--- src/rtl/fetch_unit_pkg.sv ---
// Shared types for the instruction-fetch front-end: buffer entry layout and fetch FSM states.
package fetch_unit_pkg;

  localparam int unsigned XLEN = 32;

  typedef enum logic [1:0] {
    FS_IDLE,
    FS_REQ,
    FS_DRAIN
  } fetch_state_t;

  typedef struct packed {
    logic [XLEN-1:0] instr;
    logic [XLEN-1:0] pc;
    logic            pred_taken;
  } fetch_entry_t;

endpackage

--- src/rtl/fetch_unit_if.sv ---
// Instruction-memory request/response and fetch-buffer dequeue handshake for fetch_unit.
interface fetch_unit_if #(
  parameter int unsigned width = 32
) ();

  logic             i_mem_resp;
  logic [width-1:0] i_mem_rdata;
  logic             i_mem_read;
  logic [width-1:0] i_mem_address;

  logic             out_valid;
  logic             out_ready;
  logic [width-1:0] out_instr;
  logic [width-1:0] out_pc;
  logic             out_pred_taken;

  modport master (
    input  i_mem_resp, i_mem_rdata, out_ready,
    output i_mem_read, i_mem_address, out_valid, out_instr, out_pc, out_pred_taken
  );

  modport slave (
    output i_mem_resp, i_mem_rdata, out_ready,
    input  i_mem_read, i_mem_address, out_valid, out_instr, out_pc, out_pred_taken
  );

endinterface

--- src/rtl/fetch_buffer.sv ---
// Circular FIFO of fetched entries with registered head, synchronous clear and occupancy count.
module fetch_buffer
  import fetch_unit_pkg::*;
#(
  parameter int unsigned depth = 4,
  parameter type entry_t = fetch_entry_t,
  localparam int unsigned PtrW = (depth > 1) ? $clog2(depth) : 1,
  localparam int unsigned CntW = $clog2(depth + 1)
) (
  input  logic            clk,
  input  logic            rst,
  input  logic            enq,
  input  entry_t          enq_data,
  input  logic            deq,
  input  logic            clear,
  output entry_t          head,
  output logic [CntW-1:0] count,
  output logic            full,
  output logic            empty
);

  entry_t          mem_q [depth];
  logic [PtrW-1:0] rptr_q, wptr_q;
  logic [CntW-1:0] count_q;
  logic            do_enq, do_deq;

  assign full   = (count_q == CntW'(depth));
  assign empty  = (count_q == '0);
  assign do_enq = enq & ~full & ~clear;
  assign do_deq = deq & ~empty & ~clear;
  assign count  = count_q;
  assign head   = mem_q[rptr_q];

  always_ff @(posedge clk) begin
    if (do_enq) mem_q[wptr_q] <= enq_data;
  end

  // depth is a power of two, so pointers wrap by plain overflow.
  always_ff @(posedge clk) begin
    if (rst || clear) begin
      rptr_q  <= '0;
      wptr_q  <= '0;
      count_q <= '0;
    end else begin
      if (do_enq) wptr_q <= wptr_q + PtrW'(1);
      if (do_deq) rptr_q <= rptr_q + PtrW'(1);
      if (do_enq && !do_deq)      count_q <= count_q + CntW'(1);
      else if (!do_enq && do_deq) count_q <= count_q - CntW'(1);
    end
  end

endmodule

--- src/rtl/fetch_unit.sv ---
// Fetch front-end: PC owner, single-outstanding I-mem reads, prioritised redirects, fetch buffer.
// Optional perf counters enabled by defining FETCH_PERF_EN.
module fetch_unit
  import fetch_unit_pkg::*;
#(
  parameter int unsigned      width      = 32,
  parameter int unsigned      fb_depth   = 4,
  parameter int unsigned      n_redirect = 2,
  parameter logic [width-1:0] reset_pc   = width'(32'h00000060)
) (
  input  logic                        clk,
  input  logic                        rst,
  fetch_unit_if.master                bus,
  input  logic                        pred_taken,
  input  logic [width-1:0]            pred_target,
  output logic [width-1:0]            pc_out,
  input  logic [n_redirect-1:0]       redirect_valid,
  input  logic [n_redirect*width-1:0] redirect_pc,
  output logic                        full
`ifdef FETCH_PERF_EN
  ,
  output logic [31:0]                 perf_fetched,
  output logic [31:0]                 perf_discarded,
  output logic [31:0]                 perf_stall
`endif
);

  localparam int unsigned CntW = $clog2(fb_depth + 1);

  typedef struct packed {
    logic [width-1:0] instr;
    logic [width-1:0] pc;
    logic             pred_taken;
  } entry_t;

  fetch_state_t     state_q, state_d;
  logic [width-1:0] pc_q, pc_d, addr_q, addr_d, redir_pc;
  logic             redir_any, enq, deq, drop;
  logic             buf_full, buf_empty;
  logic [CntW-1:0]  count;
  entry_t           enq_entry, head;

  assign redir_any = |redirect_valid;

  // Walk from the highest index down so the lowest set channel wins.
  always_comb begin
    redir_pc = '0;
    for (int k = n_redirect - 1; k >= 0; k--) begin
      if (redirect_valid[k]) redir_pc = redirect_pc[k*width +: width];
    end
  end

  always_comb begin
    state_d = state_q;
    pc_d    = pc_q;
    addr_d  = addr_q;
    enq     = 1'b0;
    drop    = 1'b0;
    unique case (state_q)
      FS_IDLE: begin
        if (!redir_any && (32'(count) + 32'd1 <= fb_depth)) begin
          state_d = FS_REQ;
          addr_d  = pc_q;
        end
      end
      FS_REQ: begin
        if (redir_any) begin
          state_d = bus.i_mem_resp ? FS_IDLE : FS_DRAIN;
          drop    = bus.i_mem_resp;
        end else if (bus.i_mem_resp) begin
          enq     = 1'b1;
          pc_d    = pred_taken ? pred_target : pc_q + width'(4);
          state_d = FS_IDLE;
        end
      end
      FS_DRAIN: begin
        if (bus.i_mem_resp) begin
          state_d = FS_IDLE;
          drop    = 1'b1;
        end
      end
      default: state_d = FS_IDLE;
    endcase
    if (redir_any) pc_d = redir_pc;
  end

  always_ff @(posedge clk) begin
    if (rst) begin
      state_q <= FS_IDLE;
      pc_q    <= reset_pc;
      addr_q  <= '0;
    end else begin
      state_q <= state_d;
      pc_q    <= pc_d;
      addr_q  <= addr_d;
    end
  end

  assign enq_entry = '{instr: bus.i_mem_rdata, pc: pc_q, pred_taken: pred_taken};
  assign deq       = ~buf_empty & bus.out_ready & ~redir_any;

  fetch_buffer #(
    .depth  (fb_depth),
    .entry_t(entry_t)
  ) u_buf (
    .clk     (clk),
    .rst     (rst),
    .enq     (enq),
    .enq_data(enq_entry),
    .deq     (deq),
    .clear   (redir_any),
    .head    (head),
    .count   (count),
    .full    (buf_full),
    .empty   (buf_empty)
  );

  assign bus.i_mem_read     = (state_q != FS_IDLE);
  assign bus.i_mem_address  = addr_q;
  assign bus.out_valid      = ~buf_empty;
  assign bus.out_instr      = head.instr;
  assign bus.out_pc         = head.pc;
  assign bus.out_pred_taken = head.pred_taken;
  assign pc_out             = pc_q;
  assign full               = buf_full;

`ifdef FETCH_PERF_EN
  logic [31:0] fetched_q, discarded_q, stall_q;

  always_ff @(posedge clk) begin
    if (rst) begin
      fetched_q   <= '0;
      discarded_q <= '0;
      stall_q     <= '0;
    end else begin
      if (enq && fetched_q != '1)  fetched_q   <= fetched_q + 32'd1;
      if (drop && discarded_q != '1) discarded_q <= discarded_q + 32'd1;
      if (state_q == FS_IDLE && buf_full && stall_q != '1) stall_q <= stall_q + 32'd1;
    end
  end

  assign perf_fetched   = fetched_q;
  assign perf_discarded = discarded_q;
  assign perf_stall     = stall_q;
`endif

endmodule

--- src/flat_wrapper.sv ---
// flat-port wrapper written by rule: the top's interface ports become plain ports
module fetch_unit_flat import fetch_unit_pkg::*;
#(
  parameter int unsigned      width      = 32,
  parameter int unsigned      fb_depth   = 4,
  parameter int unsigned      n_redirect = 2,
  parameter logic [width-1:0] reset_pc   = width'(32'h00000060)
)
  (clk, rst, pred_taken, pred_target, pc_out, redirect_valid, redirect_pc, full, bus_i_mem_resp, bus_i_mem_rdata, bus_out_ready, bus_i_mem_read, bus_i_mem_address, bus_out_valid, bus_out_instr, bus_out_pc, bus_out_pred_taken);
  fetch_unit_if #(.width(width)) bus_i ();
  input  logic clk;
  input  logic rst;
  input  logic pred_taken;
  input  logic [width-1:0] pred_target;
  output logic [width-1:0] pc_out;
  input  logic [n_redirect-1:0] redirect_valid;
  input  logic [n_redirect*width-1:0] redirect_pc;
  output logic full;
  input wire logic [$bits(bus_i.i_mem_resp)-1:0] bus_i_mem_resp;
  input wire logic [$bits(bus_i.i_mem_rdata)-1:0] bus_i_mem_rdata;
  input wire logic [$bits(bus_i.out_ready)-1:0] bus_out_ready;
  output wire logic [$bits(bus_i.i_mem_read)-1:0] bus_i_mem_read;
  output wire logic [$bits(bus_i.i_mem_address)-1:0] bus_i_mem_address;
  output wire logic [$bits(bus_i.out_valid)-1:0] bus_out_valid;
  output wire logic [$bits(bus_i.out_instr)-1:0] bus_out_instr;
  output wire logic [$bits(bus_i.out_pc)-1:0] bus_out_pc;
  output wire logic [$bits(bus_i.out_pred_taken)-1:0] bus_out_pred_taken;
  assign bus_i.i_mem_resp = bus_i_mem_resp;
  assign bus_i.i_mem_rdata = bus_i_mem_rdata;
  assign bus_i.out_ready = bus_out_ready;
  assign bus_i_mem_read = bus_i.i_mem_read;
  assign bus_i_mem_address = bus_i.i_mem_address;
  assign bus_out_valid = bus_i.out_valid;
  assign bus_out_instr = bus_i.out_instr;
  assign bus_out_pc = bus_i.out_pc;
  assign bus_out_pred_taken = bus_i.out_pred_taken;
  fetch_unit #(.width(width), .fb_depth(fb_depth), .n_redirect(n_redirect), .reset_pc(reset_pc)) u_core (.clk(clk), .rst(rst), .bus(bus_i), .pred_taken(pred_taken), .pred_target(pred_target), .pc_out(pc_out), .redirect_valid(redirect_valid), .redirect_pc(redirect_pc), .full(full));
endmodule
--- config.mk ---
export PLATFORM = sky130hd
export DESIGN_NAME = fetch_unit_flat
export DESIGN_NICKNAME = d
export VERILOG_FILES = /design/src/rtl/fetch_unit_pkg.sv /design/src/rtl/fetch_unit_if.sv /design/src/rtl/fetch_buffer.sv /design/src/rtl/fetch_unit.sv /design/src/flat_wrapper.sv
export SDC_FILE = /design/constraint.sdc
export NUM_CORES = 1
export LEC_CHECK = 0
export BUFFER_PORTS_ARGS = -buffer_cell sky130_fd_sc_hd__buf_2
export CORE_ASPECT_RATIO = 1.25
export CORE_MARGIN = 3
export CORE_UTILIZATION = 42
export DETAILED_ROUTE_END_ITERATION = 16
export PLACE_DENSITY = 0.66
export RECOVER_POWER = 50
export SYNTH_ARGS = -nofsm -noshare
export SYNTH_HDL_FRONTEND = slang
export SYNTH_SLANG_ARGS = --single-unit
--- constraint.sdc ---
create_clock -name clk -period 2.9 [get_ports clk]
set_input_delay 0.29 -clock clk [delete_from_list [all_inputs] [get_ports clk]]
set_output_delay 0.29 -clock clk [all_outputs]
set_load 0.01 [all_outputs]
# ---- Word level (Yosys, flattened, before mapping)
# Memory sizes are Yosys's and may differ from the RTL's. A register that Yosys moved wholly into a read port is not among the register bits.
# Cells that the tools add are included.
dict set report totals {
  wordCells 63
  reg_bits 73
  inputBits 135
  ram_bits 260
  out_inout_bits 132
  memories 1
}
dict set report op_classes {
  bitwise_logic 9
  n_eq_ne 4
  add_sub_neg 6
  reduce_logical 16
  magnitude_cmp 1
  mux 20
}
# name words word_bits rd rd_clocked_by_memory_dff write_ports line_no
set mem_list {}
lappend mem_list {u_core.u_buf.mem_q 4 65 1 1 1 fetch_buffer.sv:22} ;# entry_t mem_q [depth];
# op n
set op_table {}
lappend op_table {{32-bit 2-to-1 mux} 6}
lappend op_table {{32-bit by 3-bit adder with 32-bit output, second input constant} 1}
lappend op_table {{32-bit by 3-bit <= comparator with 1-bit output, second input constant} 1}
lappend op_table {{2-bit 2-to-1 mux} 6}
lappend op_table {{2-bit nonzero test} 4}
lappend op_table {{1-bit bitwise AND} 6}
lappend op_table {{3-bit 2-to-1 mux} 2}
lappend op_table {{2-bit one-hot mux with 3 select lines} 1}
lappend op_table {{1-bit 2-to-1 mux} 5}
lappend op_table {{2-bit by 1-bit adder with 2-bit output, second input constant} 2}
lappend op_table {{3-bit by 1-bit adder with 4-bit output, second input constant} 1}
lappend op_table {{2-bit AND reduction} 2}
lappend op_table {{3-bit by 1-bit adder with 3-bit output, second input constant} 1}
lappend op_table {{3-bit equality test, second input constant} 1}
lappend op_table {{1-bit logical AND} 3}
lappend op_table {{1-bit logical NOT} 3}
lappend op_table {{3-bit logical NOT} 1}
lappend op_table {{1-bit inverter} 3}
lappend op_table {{3-bit by 1-bit subtractor with 3-bit output, second input constant} 1}
lappend op_table {{2-bit by 1-bit equality test with 1-bit output, second input constant} 1}
lappend op_table {{2-bit equality test, second input constant} 1}
lappend op_table {{2-bit logical NOT} 1}
lappend op_table {{2-bit by 1-bit != test with 1-bit output, second input constant} 1}
lappend op_table {{2-bit OR reduction} 1}
lappend op_table {{1-bit logical OR} 1}

# ---- Logic depth before layout (Yosys ltp)
# Gate-level depths: netlist of run 1.
dict set report logic_depth {
  word_depth 9
  ltp_mapped 10
  depth_no_buf 10
}

# ---- By module
# From an unflattened synthesis of run 1, not the netlist that was laid out.
dict set report unflattened {
  cells_unflattened 870
  hier_area_um2 13570.5
}
# mod area_each_um2 instances seq_area_each_um2 cells_each
set by_module_without_submodules {}
lappend by_module_without_submodules {fetch_buffer 9890.7 1 7987.7 393}
lappend by_module_without_submodules {fetch_unit 3679.8 1 1321.3 477}

# ---- Worst setup path before layout of run 1
# OpenSTA, ideal clock, no wires.
dict set report synth_timing {
  path_type {input port to flip-flop}
  startpoint {input redirect_valid[0]}
  endpoint {memory u_core.u_buf.mem_q[1][0] in the netlist's numbering, enable pin}
  setup_slack_ns -0.228
  stages 5
  n_path_buf 1
  setup_time_ns 0.430
  arrival_time_ns 2.698
  path_cell_list {clkbuf_1 -> nor2_1 -> nand2_1 -> nor2_1 -> and2_1}
}
dict set report synth_via {
  elab_chain_len 7
}
# element line_no
set synth_rtl {}
lappend synth_rtl {{start, declared} flat_wrapper.sv:16} ;# input logic [n_redirect-1:0] redirect_valid;
lappend synth_rtl {{2-bit OR reduction (*)} fetch_unit.sv:43} ;# assign redir_any = |redirect_valid;
lappend synth_rtl {{1-bit 2-to-1 mux} fetch_unit.sv:67} ;# if (redir_any) begin
lappend synth_rtl {{1-bit 2-to-1 mux} fetch_unit.sv:59} ;# unique case (state_q)
lappend synth_rtl {{1-bit bitwise AND} fetch_buffer.sv:29} ;# assign do_enq = enq & ~full & ~clear;
lappend synth_rtl {{1-bit bitwise AND (*)} fetch_buffer.sv:29}
lappend synth_rtl {{named net u_core.u_buf.do_enq} fetch_buffer.sv:25} ;# logic do_enq, do_deq;
lappend synth_rtl {{1-bit 2-to-1 mux (*)} fetch_buffer.sv:35} ;# if (do_enq) mem_q[wptr_q] <= enq_data;
lappend synth_rtl {{1-bit 2-to-1 mux (not written as such) (*)} fetch_buffer.sv:35}
lappend synth_rtl {{end, declared} fetch_buffer.sv:22}
# Mark *: on every way through the listed nets, which the timed path passes. The rest lies on a longest branch.

# ---- Final worst setup path of run 1
dict set report layout_timing {
  startpoint {register u_core.pc_q[5], in the netlist u_core.pc_out[5]}
  endpoint {register u_core.pc_q[27], in the netlist u_core.pc_out[27]}
}
dict set report layout_via {
  elab_chain_len 5
}
# element line_no
set layout_rtl {}
lappend layout_rtl {{start, declared} fetch_unit.sv:37} ;# logic [width-1:0] pc_q, pc_d, addr_q, addr_d, redir_pc;
lappend layout_rtl {{start signal, assigned} fetch_unit.sv:90} ;# pc_q <= reset_pc;
lappend layout_rtl {{start signal, assigned} fetch_unit.sv:94} ;# pc_q <= pc_d;
lappend layout_rtl {{32-bit by 3-bit adder with 32-bit output} fetch_unit.sv:72} ;# pc_d = pred_taken ? pred_target : pc_q + width'(4);
lappend layout_rtl {{32-bit 2-to-1 mux} fetch_unit.sv:72}
lappend layout_rtl {{32-bit 2-to-1 mux} fetch_unit.sv:70} ;# end else if (bus.i_mem_resp) begin
lappend layout_rtl {{32-bit 2-to-1 mux} fetch_unit.sv:59}
lappend layout_rtl {{32-bit 2-to-1 mux} fetch_unit.sv:84} ;# if (redir_any) pc_d = redir_pc;
# Every way passes these cells. The select of a mux whose other input is x is not followed.
# A chain may end at the register's enable or synchronous reset.

==> results of run 1 <==
[path summary, 6_finish.rpt]
path,startpoint,endpoint,slack [ns],cells after the start
worst max-delay path,u_core.pc_out[5],u_core.pc_out[27],0.35,7
worst min-delay path,redirect_pc[11],u_core.pc_out[11],0.03,3
worst max register to register,u_core.pc_out[5],u_core.pc_out[27],0.35,7
worst min register to register,u_core.bus.i_mem_address[3],u_core.bus.i_mem_address[3],0.46,2
[placed cells by master (no fill, tap or decap), types with 6 or more instances in the layout]
| cell type | count |
|---|---|
| nand2b_1 | 6 |
| a21oi_1 | 67 |
| dfxtp_1 | 73 |
| xor2_1 | 11 |
| ha_1 | 6 |
| nand3_1 | 17 |
| o211ai_1 | 11 |
| nor3_1 | 14 |
| buf_12 | 10 |
| xnor2_1 | 7 |
| mux2i_1 | 8 |
| a22oi_1 | 13 |
| o21ai_0 | 36 |
| clkbuf_1 | 121 |
| dlygate4sd3_1 | 38 |
| inv_1 | 11 |
| buf_4 | 15 |
| buf_2 | 172 |
| nand4_1 | 7 |
| clkbuf_16 | 31 |
| edfxtp_1 | 260 |
| o22ai_1 | 6 |
| a221oi_1 | 7 |
| mux4_2 | 65 |
| nand2_1 | 115 |
| nor2_1 | 41 |
[per-layer routing]
| metal | vias to the layer above | track usage, % |
|---|---|---|
| met1 | 4440 | 25.3 |
| met5 | - | 0 |
| li1 | 4167 | - |
| met3 | 62 | 2.86 |
| met4 | 0 | 6.37 |
| met2 | 336 | 35.7 |
[state kept, by name (all words and copies together), names as in the netlist, named ones only]
name	cells
u_core.u_buf.mem_q	260
u_core.u_buf.rptr_q	2
u_core.u_buf.wptr_q	2
u_core.u_buf.count	3
u_core.bus.i_mem_address	32
u_core.state_q	2
u_core.pc_out	32
[cell type report]
cell class	instances	area share [%]
inverter	12	0.268
sequential	335	55.3
multi-input combinational	505	23.7
timing repair buffer	349	11.8
tap	407	3.03
clock inverter	14	0.751
clock buffer	43	5.05
antenna	2	0.0297
[stage by stage]
step,power (mW),hold WS (ns)
after detailed placement,6.00,0.446
after CTS,9.96,0.000825
after global placement,5.99,0.440
final,9.85,0.0322
after global routing,10.2,0.0368
after floorplan,5.66,0.367
[power by group through the flow]
stage | clock network [mW] | registers (mW) | logic, mW
finish | 3.94 | 5.31 | 0.596
global placement | 0 | 5.41 | 0.579
CTS | 4.03 | 5.31 | 0.628
global route | 4.19 | 5.32 | 0.655
floorplan | 0 | 5.43 | 0.230
detailed placement | 0 | 5.41 | 0.584
[worst max-delay path, cell delays in order, from the launching register on]
cell and delay (ns):
dfxtp_1 0.31, clkbuf_1 0.44, nand4_2 0.33, nor4_4 0.49, nand3_1 0.28, o21ai_0 0.24
a21oi_1 0.10, a311oi_1 0.25
[cell families after synthesis]
group,after synthesis
xor gates and xnor gates,18
buffers and inverters,63
AOI/OAI and AO/OA,172
muxes,74
adders and majority gates,7
DFF,335
and+or+nand+nor,234
[synth_stat cells (7+ instances only)]
library cell	n
a21oi_1	67
a221oi_1	7
a22oi_1	13
buf_1	8
buf_2	7
clkbuf_1	34
dfxtp_1	75
edfxtp_1	260
inv_1	11
mux2i_1	8
mux4_2	65
nand2_1	115
nand3_1	17
nand4_1	7
nor2_1	41
nor3_1	15
o211ai_1	11
o21ai_0	36
xnor2_1	7
xor2_1	11
==> impl_metrics.tcl, run 1 <==
set metrics [dict create \
    clk_pin_slew_ns 0.07 \
    ff_latch_area_mm2 0.00932 \
    io_buffers 266 \
    dr_wl_met3_um 2100 \
    yosys.area_share.adder_pct 0.702 \
    worst-setup-path-type "reg -> reg" \
    slew_viol_final 0 \
    synth-seq-area-share_pct 68.7 \
    rsz0062_at_grt "false" \
    synth_simple_gate_area_share_pct 8.21 \
    holdBufCountCts 38 \
    postCtsResizedCells 0 \
    netlist_area_mm2 0.0135 \
    final_cell_area_mm2 0.0168 \
    grt_pass1_wl_um 53300 \
    highest_layer "met4" \
    fin_crit_sh_pct 87.8 \
    num_vias 9005 \
    hp-class "in -> reg" \
    post_cts_buffers 0 \
    dieArea_mm2 0.0345 \
    nets 1376 \
    first_pass_iters 6 \
    p_comb_share_pct 6.1 \
    synth.largest_area_cell "edfxtp_1" \
    cts_tree "done" \
    slew_headroom_pct 20.2 \
    ys_seq_elements 335 \
    hpwl_um 23800 \
    met2_length_um 18000 \
    drt_iter0_markers 712 \
    num_io_pins 267 \
    overflow 0 \
    maxCapViolations 0 \
    die_x_um 167 \
    gp_congestion 0.888 \
    grt_max_degree 65 \
    multi_input_area_mm2 0.00400 \
    power_frac_seq_pct 53.9 \
    groute.usage.overall_pct 19.9 \
    synth-compound-area-share_pct 7.83 \
    status "finished, final reports clean" \
    post_drt_wl_per_cell_um 20.9 \
    final_util_pct 53.7 \
    cp.arrival_ns 3.02 \
    synthMuxAreaShare_pct 11.5 \
    required_ns 3.37 \
    synthFlopType "edfxtp_1" \
    pre_cts_ws_ns 0.497 \
    synth_top_family_by_area "multiplexers" \
    max_freq_ghz 0.393 \
    synth_fp_nets 1045 \
    drt-met1-wl_um 13900 \
    drcViolationCount 0 \
    synth_cell_types 64 \
    synth_top_cell_area_share_pct 57.6 \
    synth_edf_count 260 \
    switching_share_pct 22.0 \
    coreArea_mm2 0.0314 \
    fin_cells 1667 \
    drive_above_1_share_pct 26.4 \
    cts_sinks 335 \
    avgSynthCellArea_um2 15.0 \
    syn_to_final_growth_pct 24.3 \
    worstPathMaxFanout 11 \
    setup_viol 0 \
    tightest_slew_ns 1.20 \
    cts_buffer_depth 3 \
    internal_power_mw 7.68 \
    grt_antenna_before_repair 3 \
    cts_root_buf "clkbuf_16" \
    viasPerCell 5.40 \
    worstSkewPairLatency_ns 0.57 \
    synth-async-reset-ratio_pct 0 \
    finalSetupTns_ns 0 \
    pwr-share-clk_pct 40.0 \
    htreeDepth 1 \
    fin_crit_ns 2.55 \
    fin_skew_ns 0.0225 \
    fillerInstances 2682 \
    drt-total-wl_um 34900 \
    dpl-instance-area_mm2 0.0157 \
    power.leakage_nw 5.70 \
    crit_path_start_kind "flip-flop" \
    numCtsBuffers 31 \
    pwr_density_cell_mw_per_mm2 585 \
    std_cell_rows 72 \
    synth.area.top_cells "edfxtp_1, dfxtp_1, mux4_2" \
    start_util_pct 43.2 \
    ir_drop_uv 411 \
    synth_xor_area_share_pct 1.16 \
    dieHeight_um 207 \
    setup_ws_ns 0.353 \
    grt_pass1_vias 9127 \
    worstSetupEndpointType "flip-flop" \
    dp_cells 1570 \
    ant_nets 0 \
    hold_violations 0 \
    synth-warning-count 0 \
    p_sw_mw 2.16 \
    synthCells 903 \
]
(Power assumes the default switching activity.)
==> run 2, diff against run 1 <==
PLACE_DENSITY = default   (was 0.66)
clock period = 3.1 ns   (was 2.9 ns; I/O delays follow)
==> run 2 against run 1 <==
The flow now finishes with violations (max-capacitance violations, max-slew violations). Via count down 1.1%. Critical endpoint is now bus_out_pc[19]. Critical path type is now reg -> out. Die area unchanged. Global-route usage up 0.32 points. Combinational power down 15%. Highest routed layer unchanged. Clock skew down 0.011 ns. Wire length down 0.57%. Sequential power down 6.0%.
==> impl_metrics.tcl, run 2 (synthesis results as in run 1) <==
set metrics [dict create \
    rsz0062_at_grt "false" \
    finalSetupTns_ns 0 \
    cp_cell_sequence "buf_12 > mux4_2 > buf_2" \
    hold_violations 0 \
    drive_above_1_share_pct 27.1 \
    power_frac_seq_pct 51.3 \
    cts_buffer_depth 3 \
    dieHeight_um 207 \
    hp-class "in -> reg" \
    htreeDepth 2 \
    tightest_slew_ns 1.70 \
    drt_iter0_markers 613 \
    crit_slowest_cell "dfxtp_4" \
    fin_crit_sh_pct 82.6 \
    required_ns 2.79 \
    slew_viol_final 33 \
    gp_congestion 0.863 \
    cts_tree "done" \
    groute.usage.overall_pct 20.3 \
    cp.arrival_ns 2.25 \
    syn_to_final_growth_pct 24.5 \
    worstSetupEndpointType "output port" \
    hpwl_um 23800 \
    post_drt_wl_per_cell_um 21.1 \
    p_comb_share_pct 5.2 \
    grt_pass1_wl_um 54300 \
    largest-register "u_core.u_buf.mem_q" \
    pwr_density_cell_mw_per_mm2 577 \
    p_sw_mw 2.04 \
    coreArea_mm2 0.0314 \
    die_x_um 167 \
    worstSkewPairLatency_ns 0.51 \
    nets 1359 \
    grt_max_degree 66 \
    ant_nets 0 \
    cts_sinks 335 \
    setup_viol 0 \
    switching_share_pct 21.0 \
    drcViolationCount 0 \
    num_vias 8903 \
    maxCapViolations 1 \
    worst-setup-path-type "reg -> out" \
    ir_drop_uv 432 \
    status "finished, violations left" \
    drt-total-wl_um 34700 \
    num_io_pins 267 \
    pwr-share-clk_pct 43.5 \
    slowest_delay_ns 0.67 \
    grt_pass1_vias 9358 \
    path_buf_inv 2 \
    layout_commonest_cell "edfxtp_1" \
    start_util_pct 43.2 \
    postCtsResizedCells 0 \
    cts_root_buf "clkbuf_16" \
    layout_common_cells "edfxtp_1, buf_2, nand2_1" \
    worstPathMaxFanout 22 \
    max_freq_ghz 0.391 \
    internal_power_mw 7.69 \
    power.leakage_nw 5.73 \
    cp_top_family "flip-flops" \
    overflow 0 \
    io_buffers 266 \
    slew_headroom_pct -13.2 \
    violations "max-capacitance violations, max-slew violations" \
    hold_ws_ns 0.0413 \
    fin_crit_ns 2.56 \
    viasPerCell 5.40 \
    grt_antenna_before_repair 0 \
    dieArea_mm2 0.0345 \
    numCtsBuffers 34 \
    largest_reg_flops 260 \
    post_cts_buffers 0 \
    fin_skew_ns 0.0113 \
    clk_pin_slew_ns 0.06 \
    first_pass_iters 5 \
    p_total_mw 9.73 \
    crit_path_start_kind "flip-flop" \
    std_cell_rows 72 \
]
run 2: cell count changes in the layout (fill, tap and decap cells not counted), sizes merged:
cell / previous run / this run
buf: 197 / 198
clkinv: 10 / 9
clkinvlp: 2 / 1
dlygate4sd3: 38 / 25
bufinv: 2 / 5
diode: 2 / 1
clkbuf: 157 / 151
run 2: worst paths after layout:
| check | to | from | slack, ns | cells past startpoint |
|---|---|---|---|---|
| hold / removal | u_core.pc_out[0] | redirect_pc[0] | 0.04 | 3 |
| hold reg to reg | u_core.bus.i_mem_address[2] | u_core.bus.i_mem_address[2] | 0.45 | 2 |
| setup / recovery | bus_out_pc[19] | flip-flop | 0.54 | 3 |
| setup reg to reg | u_core.pc_out[29] | u_core.pc_out[13] | 0.57 | 7 |
run 2: per-layer routing:
layer / up-vias / global-route usage [%] / wire, um
li1: 4132 / - / -
met1: 4399 / 25.8 / 14000
met2: 325 / 35.6 / 17700
met3: 47 / 3.73 / 2240
met4: 0 / 6.37 / 784
met5: - / 0 / 0
run 2: worst min-delay path, delay by kind of cell:
family                 cells  cell delay [ns]
buffers and inverters      1             0.09
AND/OR/NAND/NOR            1             0.05
AO/OA/AOI/OAI              1             0.05
run 2: stage by stage:
| stage | instances | utilization (%) | cell area (um^2) | setup slack (ns) |
|---|---|---|---|---|
| after global routing | 1648 | 53.8 | 16900 | 0.340 |
| final | 1649 | 53.8 | 16900 | 0.540 |
| after CTS | 1647 | 54.2 | 17000 | 0.447 |
| after floorplan | 903 | - | 13500 | 0.648 |
| after global placement | 1563 | 49.7 | 15600 | 0.780 |
| after detailed placement | 1563 | 49.7 | 15600 | 0.710 |
run 2: cell type report:
type | count | area, um^2
fill | 2693 | 14500
inverter | 12 | 45.0
clock buffer | 45 | 956
antenna | 1 | 2.50
sequential | 335 | 9320
tap | 407 | 509
timing repair buffer | 329 | 1830
clock inverter | 15 | 205
multi-input combinational | 505 | 4000
run 2: power groups by stage:
stage | registers (mW) | logic [mW] | clock network [mW]
2_1_floorplan | 5.08 | 0.215 | 0
3_3_place_gp | 5.09 | 0.498 | 0
3_5_place_dp | 5.09 | 0.502 | 0
4_1_cts | 4.99 | 0.528 | 4.34
5_1_grt | 5.00 | 0.558 | 4.52
6_report | 4.99 | 0.505 | 4.23
run 2: repair_timing:
item,in CTS,in global routing
endpoints found under the setup margin,0,0
hold buffers,24,1
endpoints found under the hold margin,89,4
==> run 3, diff against run 2 <==
clock period = 2.5 ns   (was 3.1 ns; I/O delays follow)
==> run 3 against run 2 <==
Core utilization rose by 1.1 points. Non-clock buffer count rose by 30. The flow now finishes without violations. Critical endpoint is now u_core.pc_out[29]. Flip-flop and latch count unchanged. Largest power group unchanged.
==> impl_metrics.tcl, run 3 (synthesis results as in run 1) <==
set metrics [dict create \
    fin_crit_ns 2.32 \
    drt-total-wl_um 35500 \
    crit_path_start_kind "flip-flop" \
    grt_max_degree 64 \
    power_frac_seq_pct 49.5 \
    grt_pass1_vias 9182 \
    layout_commonest_cell "edfxtp_1" \
    max_freq_ghz 0.432 \
    finalSetupTns_ns 0 \
    grt_pass1_wl_um 54100 \
    min_path_cells 3 \
    cts_root_buf "clkbuf_16" \
    ant_nets 0 \
    gp_congestion 0.857 \
    cp.arrival_ns 2.68 \
    r2r-end "u_core.pc_out[29]" \
    post_drt_wl_per_cell_um 21.1 \
    pwr-share-clk_pct 44.6 \
    io_buffers 266 \
    tightest_slew_ns 1.28 \
    r2r_cells 6 \
    fin_skew_ns 0.00944 \
    hp-class "in -> reg" \
    rsz0062_at_grt "false" \
    p_sw_mw 2.64 \
    hold_end "u_core.pc_out[10]" \
    largest_reg_flops 260 \
    crit-reg2reg-launch "u_core.pc_out[13]" \
    hold_violations 0 \
    status "finished, final reports clean" \
    worst-setup-path-type "reg -> reg" \
    slew_headroom_pct 14.6 \
    layout_common_cells "edfxtp_1, buf_2, clkbuf_1" \
    first_pass_iters 7 \
    nets 1389 \
    clk_pin_slew_ns 0.06 \
    min-delay-start "redirect_pc[10]" \
    switching_share_pct 21.3 \
    start_util_pct 43.2 \
    final_util_pct 54.8 \
    overflow 0 \
    maxCapViolations 0 \
    fin_crit_sh_pct 92.6 \
    syn_to_final_growth_pct 26.9 \
    dieHeight_um 207 \
    grt_antenna_before_repair 2 \
    dp_cells 1582 \
    largest-register "u_core.u_buf.mem_q" \
    std_cell_rows 72 \
    required_ns 2.87 \
    htreeDepth 2 \
    fin_cells 1681 \
    post_cts_buffers 0 \
    num_vias 9081 \
    die_x_um 167 \
    drive_above_1_share_pct 27.3 \
    slew_viol_final 0 \
    p_comb_share_pct 5.8 \
    drt_iter0_markers 662 \
    cts_tree "done" \
    worstPathMaxFanout 9 \
    power.leakage_nw 5.86 \
    hpwl_um 24100 \
    dieArea_mm2 0.0345 \
    r2r_slack_ns 0.18 \
    ir_drop_uv 388 \
    groute.usage.overall_pct 20.3 \
    numCtsBuffers 34 \
    fillerInstances 2672 \
    cts_sinks 335 \
    cts_buffer_depth 3 \
    coreArea_mm2 0.0314 \
    internal_power_mw 9.76 \
    worstSkewPairLatency_ns 0.52 \
    num_io_pins 267 \
    viasPerCell 5.40 \
    worstSetupEndpointType "flip-flop" \
    drcViolationCount 0 \
    setup_viol 0 \
    pwr_density_cell_mw_per_mm2 721 \
]
## run 3: cell count changes in the layout (fill, tap and decap cells not counted), moves of 2 or more
cell / change
clkinvlp_4: +2
buf_12: +5
dlygate4sd3_1: +11
clkbuf_1: +11
clkbuf_8: +3
buf_2: +2
## run 3: how the worst max path moves through the flow
stage | slack (ns) | to | depth (start not counted) | start
floorplan | 0.11 | u_core.u_buf.mem_q[0][0] | 5 | redirect_valid[0]
global placement | 0.24 | u_core.pc_out[29] | 6 | u_core.pc_out[13]
detailed placement | 0.23 | u_core.u_buf.count[2] | 10 | u_core.state_q[0]
CTS | 0.15 | bus_out_pc[16] | 3 | flip-flop
global route | 0.0008 | u_core.pc_out[27] | 6 | u_core.pc_out[13]
finish | 0.18 | u_core.pc_out[29] | 6 | u_core.pc_out[13]
## run 3: power by group through the flow
stage / combinational (mW) / clock [mW] / sequential (mW)
finish: 0.724 / 5.53 / 6.14
global route: 0.789 / 5.88 / 6.15
floorplan: 0.267 / 0 / 6.30
global placement: 0.716 / 0 / 6.26
CTS: 0.767 / 5.67 / 6.14
detailed placement: 0.720 / 0 / 6.26
## run 3: area by class of cell
cell class | instances | area, um^2 | share of cell area, %
inverters | 12 | 45.0 | 0.262
clock inverters | 17 | 246 | 1.43
flip-flops and latches | 335 | 9320 | 54.2
multi-input cells | 505 | 4000 | 23.3
diodes | 1 | 2.50 | 0.0146
repair buffers | 359 | 2080 | 12.1
well taps | 407 | 509 | 2.96
clock buffers | 45 | 986 | 5.74
## run 3: metrics by stage
step | cell area [um^2] | hold WS (ns) | worst slack (ns) | power (mW)
3_5_place_dp | 15800 | 0.445 | 0.229 | 6.98
2_1_floorplan | 13500 | 0.327 | 0.108 | 6.57
5_1_grt | 17200 | 0.0175 | 0.000783 | 12.8
3_3_place_gp | 15800 | 0.441 | 0.239 | 6.97
6_report | 17200 | 0.0323 | 0.185 | 12.4
4_1_cts | 17400 | 0.00393 | 0.148 | 12.6
## run 3: critical path, stage by stage, from the launching register on
cell and delay, ns:
dfxtp_1 0.58, nand2_1 0.21, nor4_4 0.58, nand3_1 0.30
nor2_1 0.20, mux2i_1 0.20, o22ai_1 0.09
## run 3: repair_timing
item,4_1_cts,5_1_grt
endpoints found under the setup margin,0,1
hold buffers,36,0
hold endpoints to repair,132,0
gates resized for setup,0,1
## run 3: per-layer routing
| metal | GRT usage (%) | share of wire, % | vias up | wire (um) |
|---|---|---|---|---|
| li1 | - | - | 4203 | - |
| met1 | 26.7 | 42 | 4505 | 14800 |
| met2 | 34.7 | 50 | 315 | 17600 |
| met3 | 3.77 | 6.0 | 56 | 2130 |
| met4 | 6.51 | 2.6 | 2 | 916 |
| met5 | 0 | 0.037 | - | 13 |
